**config.mk**
```make
export PLATFORM = sky130hd
export DESIGN_NAME = rv_req_responder
export DESIGN_NICKNAME = d
export VERILOG_FILES = /design/src/rtl/rv_req_responder.sv
export SDC_FILE = /design/constraint.sdc
export NUM_CORES = 1
export LEC_CHECK = 0
export ABC_CLOCK_PERIOD_IN_PS = 4670
export BUFFER_PORTS_ARGS = -buffer_cell sky130_fd_sc_hd__clkbuf_2
export CORE_MARGIN = 10
export CORE_UTILIZATION = 34
export CTS_BUF_LIST = sky130_fd_sc_hd__clkbuf_16
export DETAILED_ROUTE_END_ITERATION = 8
export SLEW_MARGIN = 0
export SYNTH_ARGS = -nofsm -noshare
export SYNTH_HDL_FRONTEND = slang
export SYNTH_SLANG_ARGS = --single-unit
```
**constraint.sdc**
```tcl
create_clock -name clk -period 4.67 [get_ports clk]
set_input_delay 1.1675 -clock clk [delete_from_list [all_inputs] [get_ports clk]]
set_output_delay 1.1675 -clock clk [all_outputs]
set_load 0.03 [all_outputs]
```
**src/rtl/rv_req_responder.sv**
```systemverilog
// Memory-side endpoint of the toggle req/ack channel: turns each new request
// into one valid/ready backend transfer, with a watchdog so the initiator never hangs.
module rv_req_responder #(
  parameter int ADDR_WIDTH = 20,
  parameter int TIMEOUT    = 255
) (
  input  logic                  clk,
  input  logic                  resetn,
  input  logic                  rv_req,
  output logic                  rv_req_ack,
  input  logic [ADDR_WIDTH-1:0] rv_addr,
  input  logic [15:0]           rv_din,
  input  logic [1:0]            rv_ds,
  input  logic                  rv_we,
  output logic [15:0]           rv_dout,
  output logic                  mem_valid,
  input  logic                  mem_ready,
  output logic                  mem_we,
  output logic [ADDR_WIDTH-1:0] mem_addr,
  output logic [15:0]           mem_wdata,
  output logic [1:0]            mem_be,
  input  logic                  mem_rvalid,
  input  logic [15:0]           mem_rdata,
  output logic                  err,
  input  logic                  err_clr
);

  typedef enum logic [1:0] {IDLE, ISSUE, WAIT_RD} state_e;

  localparam logic [15:0] TimeoutLast = 16'(TIMEOUT - 1);

  state_e                state_q, state_d;
  logic                  ack_q, ack_d;
  logic [15:0]           dout_q, dout_d;
  logic                  valid_q, valid_d;
  logic                  we_q, we_d;
  logic [ADDR_WIDTH-1:0] addr_q, addr_d;
  logic [15:0]           wdata_q, wdata_d;
  logic [1:0]            be_q, be_d;
  logic                  err_q, err_d;
  logic [15:0]           cnt_q, cnt_d;

  logic pending, maskedWrite, expired;

  assign pending     = rv_req ^ ack_q;
  assign maskedWrite = rv_we && (rv_ds == 2'b00);
  // The counter tracks cycles already spent in the state, so the edge that
  // completes the TIMEOUT-th cycle is the abandon edge.
  assign expired     = (cnt_q == TimeoutLast);

  always_ff @(posedge clk or negedge resetn) begin
    if (!resetn) begin
      state_q <= IDLE;
      ack_q   <= 1'b0;
      dout_q  <= 16'h0000;
      valid_q <= 1'b0;
      we_q    <= 1'b0;
      addr_q  <= '0;
      wdata_q <= 16'h0000;
      be_q    <= 2'b00;
      err_q   <= 1'b0;
      cnt_q   <= 16'h0000;
    end else begin
      state_q <= state_d;
      ack_q   <= ack_d;
      dout_q  <= dout_d;
      valid_q <= valid_d;
      we_q    <= we_d;
      addr_q  <= addr_d;
      wdata_q <= wdata_d;
      be_q    <= be_d;
      err_q   <= err_d;
      cnt_q   <= cnt_d;
    end
  end

  always_comb begin
    state_d = state_q;
    case (state_q)
      IDLE: begin
        if (pending && !maskedWrite) state_d = ISSUE;
      end
      ISSUE: begin
        if (mem_ready)    state_d = we_q ? IDLE : WAIT_RD;
        else if (expired) state_d = IDLE;
      end
      WAIT_RD: begin
        if (mem_rvalid || expired) state_d = IDLE;
      end
      default: state_d = IDLE;
    endcase
  end

  always_comb begin
    logic timeoutEvt;
    timeoutEvt = 1'b0;
    ack_d      = ack_q;
    dout_d     = dout_q;
    valid_d    = valid_q;
    we_d       = we_q;
    addr_d     = addr_q;
    wdata_d    = wdata_q;
    be_d       = be_q;
    cnt_d      = cnt_q;
    case (state_q)
      IDLE: begin
        if (pending) begin
          we_d    = rv_we;
          addr_d  = rv_addr;
          wdata_d = rv_din;
          be_d    = rv_ds;
          if (maskedWrite) begin
            ack_d = ~ack_q;
          end else begin
            valid_d = 1'b1;
            cnt_d   = 16'h0000;
          end
        end
      end
      ISSUE: begin
        if (mem_ready) begin
          valid_d = 1'b0;
          cnt_d   = 16'h0000;
          if (we_q) ack_d = ~ack_q;
        end else if (expired) begin
          timeoutEvt = 1'b1;
          valid_d    = 1'b0;
          ack_d      = ~ack_q;
          if (!we_q) dout_d = 16'hDEAD;
        end else begin
          cnt_d = cnt_q + 16'h0001;
        end
      end
      WAIT_RD: begin
        if (mem_rvalid) begin
          dout_d = mem_rdata;
          ack_d  = ~ack_q;
        end else if (expired) begin
          timeoutEvt = 1'b1;
          dout_d     = 16'hDEAD;
          ack_d      = ~ack_q;
        end else begin
          cnt_d = cnt_q + 16'h0001;
        end
      end
      default: ;
    endcase
    // A timeout in the same cycle as a clear must still leave the flag set.
    err_d = err_q;
    if (err_clr)    err_d = 1'b0;
    if (timeoutEvt) err_d = 1'b1;
  end

  assign rv_req_ack = ack_q;
  assign rv_dout    = dout_q;
  assign mem_valid  = valid_q;
  assign mem_we     = we_q;
  assign mem_addr   = addr_q;
  assign mem_wdata  = wdata_q;
  assign mem_be     = be_q;
  assign err        = err_q;

endmodule

```
==> out/results.ini, run 1 <==
[floorplanning]
io-pin-count=119
core_mm2=0.00964
die_h_um=119
start_util=0.345
die_w_um=119
die-area_mm2=0.0141
rows=36

[power]
powerDensity_mw_per_mm2=780
peakVddDrop_uv=362
cellLeakagePower_nw=2.00
finalPower_mw=3.36

[sta]
post-route-period-util=0.532
maxSlewHeadroom=0.383
setup_viol=0
worst_clock_skew_ns=0.00502
tightestPinTransition_ns=0.925
setup_ws_ns=2.18
fmax_mhz=402
rsz0062_at_grt=false
fin_tns_setup_ns=0
whs_ns=0.504
drv_slew=0
finalHoldViolCount=0
fin_crit_ns=2.49

[setup_path]
r2r-start=state_q[0]
required_ns=4.92
worstPathArrival_ns=2.73
crit_start=rv_req
crit_path_max_fanout=11
critical_path_class=input pin to flip-flop
regToRegSetupSlack_ns=2.37
cp-start-kind=input pin
cp-end-kind=flip-flop

[global_route]
grt_start_max_net_pins=77
grt_pass1_wl_mm=13.6
grt_usage=0.116
grt-ovfl-total=0
grt_pass1_vias=2715
antenna_found_initial=0

[placement]
port_buffers=118
placed_area_mm2=0.00405
placedCellCount=514
pre_cts_ws_ns=1.82
place_hpwl_mm=6.23
gp_congestion=0.795

[routing]
drtIter0Drc=98
via_per_inst=4.77
wl_per_cell_um=15.5
remaining_drc_errors=0
ant_nets=0
drt_pre_antenna_iters=4
vias=2521
routed_wl_mm=8.21

[job]
cap_violations=0

[clocking]
cts_hold_buf=0
clk_path_buf_depth=2
cts_buffers=9
clkLatencyLatePin_ns=0.33
post_cts_buffers=0
htreeDepth=3
post_cts_resized=0
path_clk_slew_ns=0.06
cts_tree=yes
cts-root-buf=clkbuf_16
clock_sinks=76

[yosys]
synth_top_area_frac=0.573
synth-compound-area-share=0.118
yosysWarnings=0
synth-xor-area-share=0.0132
async_flop_share=1.00
synth_mux_area_frac=0.136
yosys_register_bits=76
syn-num-nets=336
synth_largest_area_cell=dfrtp_1
synth_top_family_by_area=multiplexers
synth-simple-area-share=0.117
ys_seq_area_frac=0.573
synth_most_common_cell=dfrtp_1
yosysUniqueCellTypes=43
synth_top_flop_cell=dfrtp_1
synth_cells=270
netlist_area_mm2=0.00332
yosys-top-cells-count=dfrtp_1 (76), mux2_2 (40), a21oi_1 (16), o21ai_0 (16), nor2_1 (14)
synth.area.top_cells=dfrtp_1 (57%), mux2_2 (14%), o22a_1 (2.9%)
synth_edf_count=0
avgSynthCellArea_um2=12.3
synth_fa_ha_area_frac=0.0188

[run_status]
status=finished, final reports clean

[finish]
fin_area_mm2=0.00431
nFillCells=973
areaGrowthSynthToFinish_pct=29.6
finish.utilization=0.447
nets=458
fin_cells=529
diodes=0
drive_above_1_share=0.457

[hold_path]
hold_start=mem_addr[6]
min_path_type=flip-flop to flip-flop

[per-layer routing]
metal  up-vias  track usage  share of wire
met3        12       0.0373          0.064
li1       1231            -              -
met2        77        0.195           0.49
met1      1201        0.135           0.43
met4         0       0.0412          0.012
met5         -            0              0
[worst max-delay path: stages]
cell and delay (ns):
clkbuf_2 0.11, xnor2_1 0.14, a211oi_2 0.36, nand3_1 0.36
or3_1 0.44, a21oi_1 0.15
[flip-flops by register name, summed over array words and instances (netlist names)]
signal	count
err	1
mem_we	1
cnt_q	16
mem_valid	1
mem_addr	20
mem_wdata	16
mem_be	2
state_q	2
rv_req_ack	1
rv_dout	16
[layout by cell type, fill, tap and decap left out, types with 3 or more instances in the layout]
master / Yosys / final
clkbuf_16: 0 / 9
nand4_1: 5 / 5
o22a_1: 11 / 11
ha_1: 5 / 5
inv_1: 11 / 12
o21ai_0: 16 / 16
mux2_2: 40 / 40
nor2_1: 14 / 14
nand2_1: 13 / 13
or3_1: 12 / 12
nand3_1: 6 / 6
clkbuf_2: 0 / 117
xnor2_1: 3 / 3
a22o_1: 5 / 5
dfrtp_1: 76 / 76
a21oi_1: 16 / 16
[final timing paths]
kind                                  to  cells past startpoint
max in group asynchronous       cnt_q[4]                      1
setup reg to reg                cnt_q[3]                      7
min in group asynchronous  mem_wdata[11]                      1
setup / recovery                cnt_q[3]                      6
hold reg to reg              mem_addr[6]                      1
hold / removal               mem_addr[6]                      1
[cells by family after synthesis]
| family | after synthesis |
|---|---|
| DFF | 76 |
| and+or+nand+nor | 66 |
| AOI/OAI and AO/OA | 59 |
| muxes | 40 |
| buffers and inverters | 19 |
| xor gates and xnor gates | 5 |
| adders and majority gates | 5 |
[final cells by class]
class / instances / area [µm²] / share of cell area
repair buffers: 119 / 601 / 0.139
clock inverters: 6 / 33.8 / 0.00784
inverters: 11 / 41.3 / 0.00959
clock buffers: 9 / 225 / 0.0523
flip-flops and latches: 76 / 1900 / 0.442
multi-input cells: 175 / 1340 / 0.311
well taps: 133 / 166 / 0.0386
[report_power, final]
group / internal (mW) / switching (mW) / total, mW
clock: 0.351 / 0.256 / 0.608
combinational: 0.607 / 1.06 / 1.67
sequential: 0.937 / 0.145 / 1.08
No activity file was read; power rests on OpenSTA's default activity.
==> run 2, diff against run 1 <==
- ABC_AREA: unset -> 1
- ABC_CLOCK_PERIOD_IN_PS: 4670 -> 2200
- clock period: 4.67 -> 2.2 ns (I/O delays scaled with it)
==> run 2 against run 1 <==
Clock power is 140% higher. Global-route usage hardly changed. Area after synthesis is 9.9% higher. Clock skew is 0.0022 ns higher. Synthesized cell count is 31% higher. Sequential share of layout area is 3.5 points lower. Die area is 8.2% higher. Clock-buffer cell count stayed put. Via count is 12% higher. Sequential cell count stayed put. Wire length is 7.8% higher. Setup slack worse by 1.9 ns. Largest cell class unchanged.
==> out/results.ini, run 2 <==
[clocking]
post_cts_resized=0
clock_sinks=76
post_cts_buffers=0
cts_buffers=9
cts-root-buf=clkbuf_16
htreeDepth=3
cts_hold_buf=0
clkLatencyLatePin_ns=0.33
clk_path_buf_depth=2
cts_tree=yes
path_clk_slew_ns=0.06

[global_route]
grt_pass1_vias=2992
grt-ovfl-total=0
grt_start_max_net_pins=43
grt_pass1_wl_mm=14.2
grt_usage=0.116
antenna_found_initial=0

[setup_path]
cpMaxStageDelayCell=dfrtp_1
r2r-start=state_q[1]
cp-start-kind=flip-flop
crit_top_cell=inv_1
cpPeakStageDelay_ns=0.39
cp_num_buf_inv=2
reg2reg_depth=8
worstPathArrival_ns=2.17
cp-end-kind=flip-flop
path_cells=inv_1 > ha_1 > inv_1 > nor2_4 > nor2_1 > o21ai_4 > o21ai_0 > a21oi_1
r2r_end=cnt_q[0]
regToRegSetupSlack_ns=0.28
required_ns=2.45
cp_top_family=compound AO/OA/AOI/OAI gates
crit_path_max_fanout=16
critical_path_class=flip-flop to flip-flop

[yosys]
synth.area.top_cells=dfrtp_1 (52%), mux2_2 (12%), nand2_1 (6.3%)
synth_cells=353
avgSynthCellArea_um2=10.3
synth_largest_area_cell=dfrtp_1
synth_top_flop_cell=dfrtp_1
synth_edf_count=0
yosys_register_bits=76
synth_most_common_cell=dfrtp_1
yosys-top-cells-count=dfrtp_1 (76), nand2_1 (61), nor2_1 (41)
syn-num-nets=419
synth_top_area_frac=0.521
async_flop_share=1.00
netlist_area_mm2=0.00365
ys_seq_area_frac=0.521
yosysWarnings=0
yosysUniqueCellTypes=36

[sta]
rsz0062_at_grt=false
drv_slew=0
tightestPinTransition_ns=0.457
fin_tns_setup_ns=0
post-route-period-util=0.874
fin_crit_ns=1.92
maxSlewHeadroom=0.696
setup_viol=0
finalHoldViolCount=0
worst_clock_skew_ns=0.00718
fmax_mhz=520

[power]
peakVddDrop_uv=755
powerDensity_mw_per_mm2=1630
comb_power_share=0.510
seq_power_share=0.301
intPower_mw=4.23
p_clk_frac=0.189
finalPower_mw=7.64
cellLeakagePower_nw=2.38
p_sw_mw=3.41
swShare=0.447

[finish]
areaGrowthSynthToFinish_pct=28.1
nets=543
final_cell_mix=clkbuf_2 (117), dfrtp_1 (76), nand2_1 (61)
drive_above_1_share=0.463
nFillCells=1006
finish.utilization=0.449
final_common_cell=clkbuf_2
largest_reg_flops=20
diodes=0

[routing]
routed_wl_mm=8.85
remaining_drc_errors=0
ant_nets=0
wl_per_cell_um=14.3
drtIter0Drc=86
via_per_inst=4.57
drt_pre_antenna_iters=4
vias=2825

[floorplanning]
die-area_mm2=0.0153
rows=37
die_h_um=124
core_mm2=0.0104
io-pin-count=119
die_w_um=124
start_util=0.351

[placement]
port_buffers=118
place_hpwl_mm=6.84
gp_congestion=0.812

[hold_path]
min_path_type=input pin to asynchronous set/reset pin

[job]
cap_violations=0

[run_status]
status=finished, final reports clean

## run 2: worst reg2reg max path: stages (launching register included)
cell and delay, ns:
dfrtp_1 0.39, inv_1 0.08, ha_1 0.29, inv_1 0.13, nor2_4 0.16, nor2_1 0.09, o21ai_4 0.36, o21ai_0 0.19
a21oi_1 0.15
## run 2: layout make-up
type	instances	area, µm²	share of cell area
timing repair buffer	122	636	0.136
clock buffer	9	225	0.0482
tap	136	170	0.0364
clock inverter	7	67.6	0.0144
inverter	31	116	0.0249
sequential	76	1900	0.407
multi-input combinational	237	1560	0.334
## run 2: routing by layer
| metal | routed length (µm) | vias up | track usage |
|---|---|---|---|
| li1 | - | 1407 | - |
| met4 | 186 | 0 | 0.0560 |
| met5 | 0 | - | 0 |
| met2 | 4550 | 62 | 0.192 |
| met1 | 3550 | 1343 | 0.130 |
| met3 | 563 | 13 | 0.0425 |
## run 2: power groups by stage
stage | sequential (mW) | combinational [mW] | clock, mW
finish | 2.30 | 3.90 | 1.45
global route | 2.38 | 4.26 | 1.55
detailed placement | 2.33 | 3.93 | 0
global placement | 2.31 | 3.87 | 0
floorplan | 3.31 | 2.00 | 0
CTS | 2.31 | 3.93 | 1.49
## run 2: cell families after synthesis
group / Yosys count / share of synthesized area
multiplexers: 39 / 0.120
flip-flops: 76 / 0.521
AO/OA/AOI/OAI: 43 / 0.0898
buffers and inverters: 41 / 0.0576
adder cells (fa/ha/maj): 5 / 0.0171
AND/OR/NAND/NOR: 149 / 0.195
## run 2: through the flow
| step | area (µm²) | hold slack, ns | setup WS, ns | instances |
|---|---|---|---|---|
| CTS | 4660 | 0.184 | 0.139 | 617 |
| global placement | 4360 | 0.472 | 0.212 | 601 |
| finish | 4680 | 0.170 | 0.276 | 618 |
| global route | 4680 | 0.194 | 0.0587 | 618 |
| floorplan | 3650 | 0.254 | 0.552 | 353 |
| detailed placement | 4360 | 0.470 | 0.144 | 601 |
## run 2: worst max path at each step
stage / start / to / cells past startpoint
2_1_floorplan: state_q[0] / cnt_q[3] / 11
3_3_place_gp: cnt_q[0] / rv_dout[11] / 11
3_5_place_dp: cnt_q[0] / rv_dout[3] / 11
4_1_cts: cnt_q[0] / rv_dout[3] / 11
5_1_grt: state_q[1] / cnt_q[0] / 8
6_report: state_q[1] / cnt_q[0] / 8
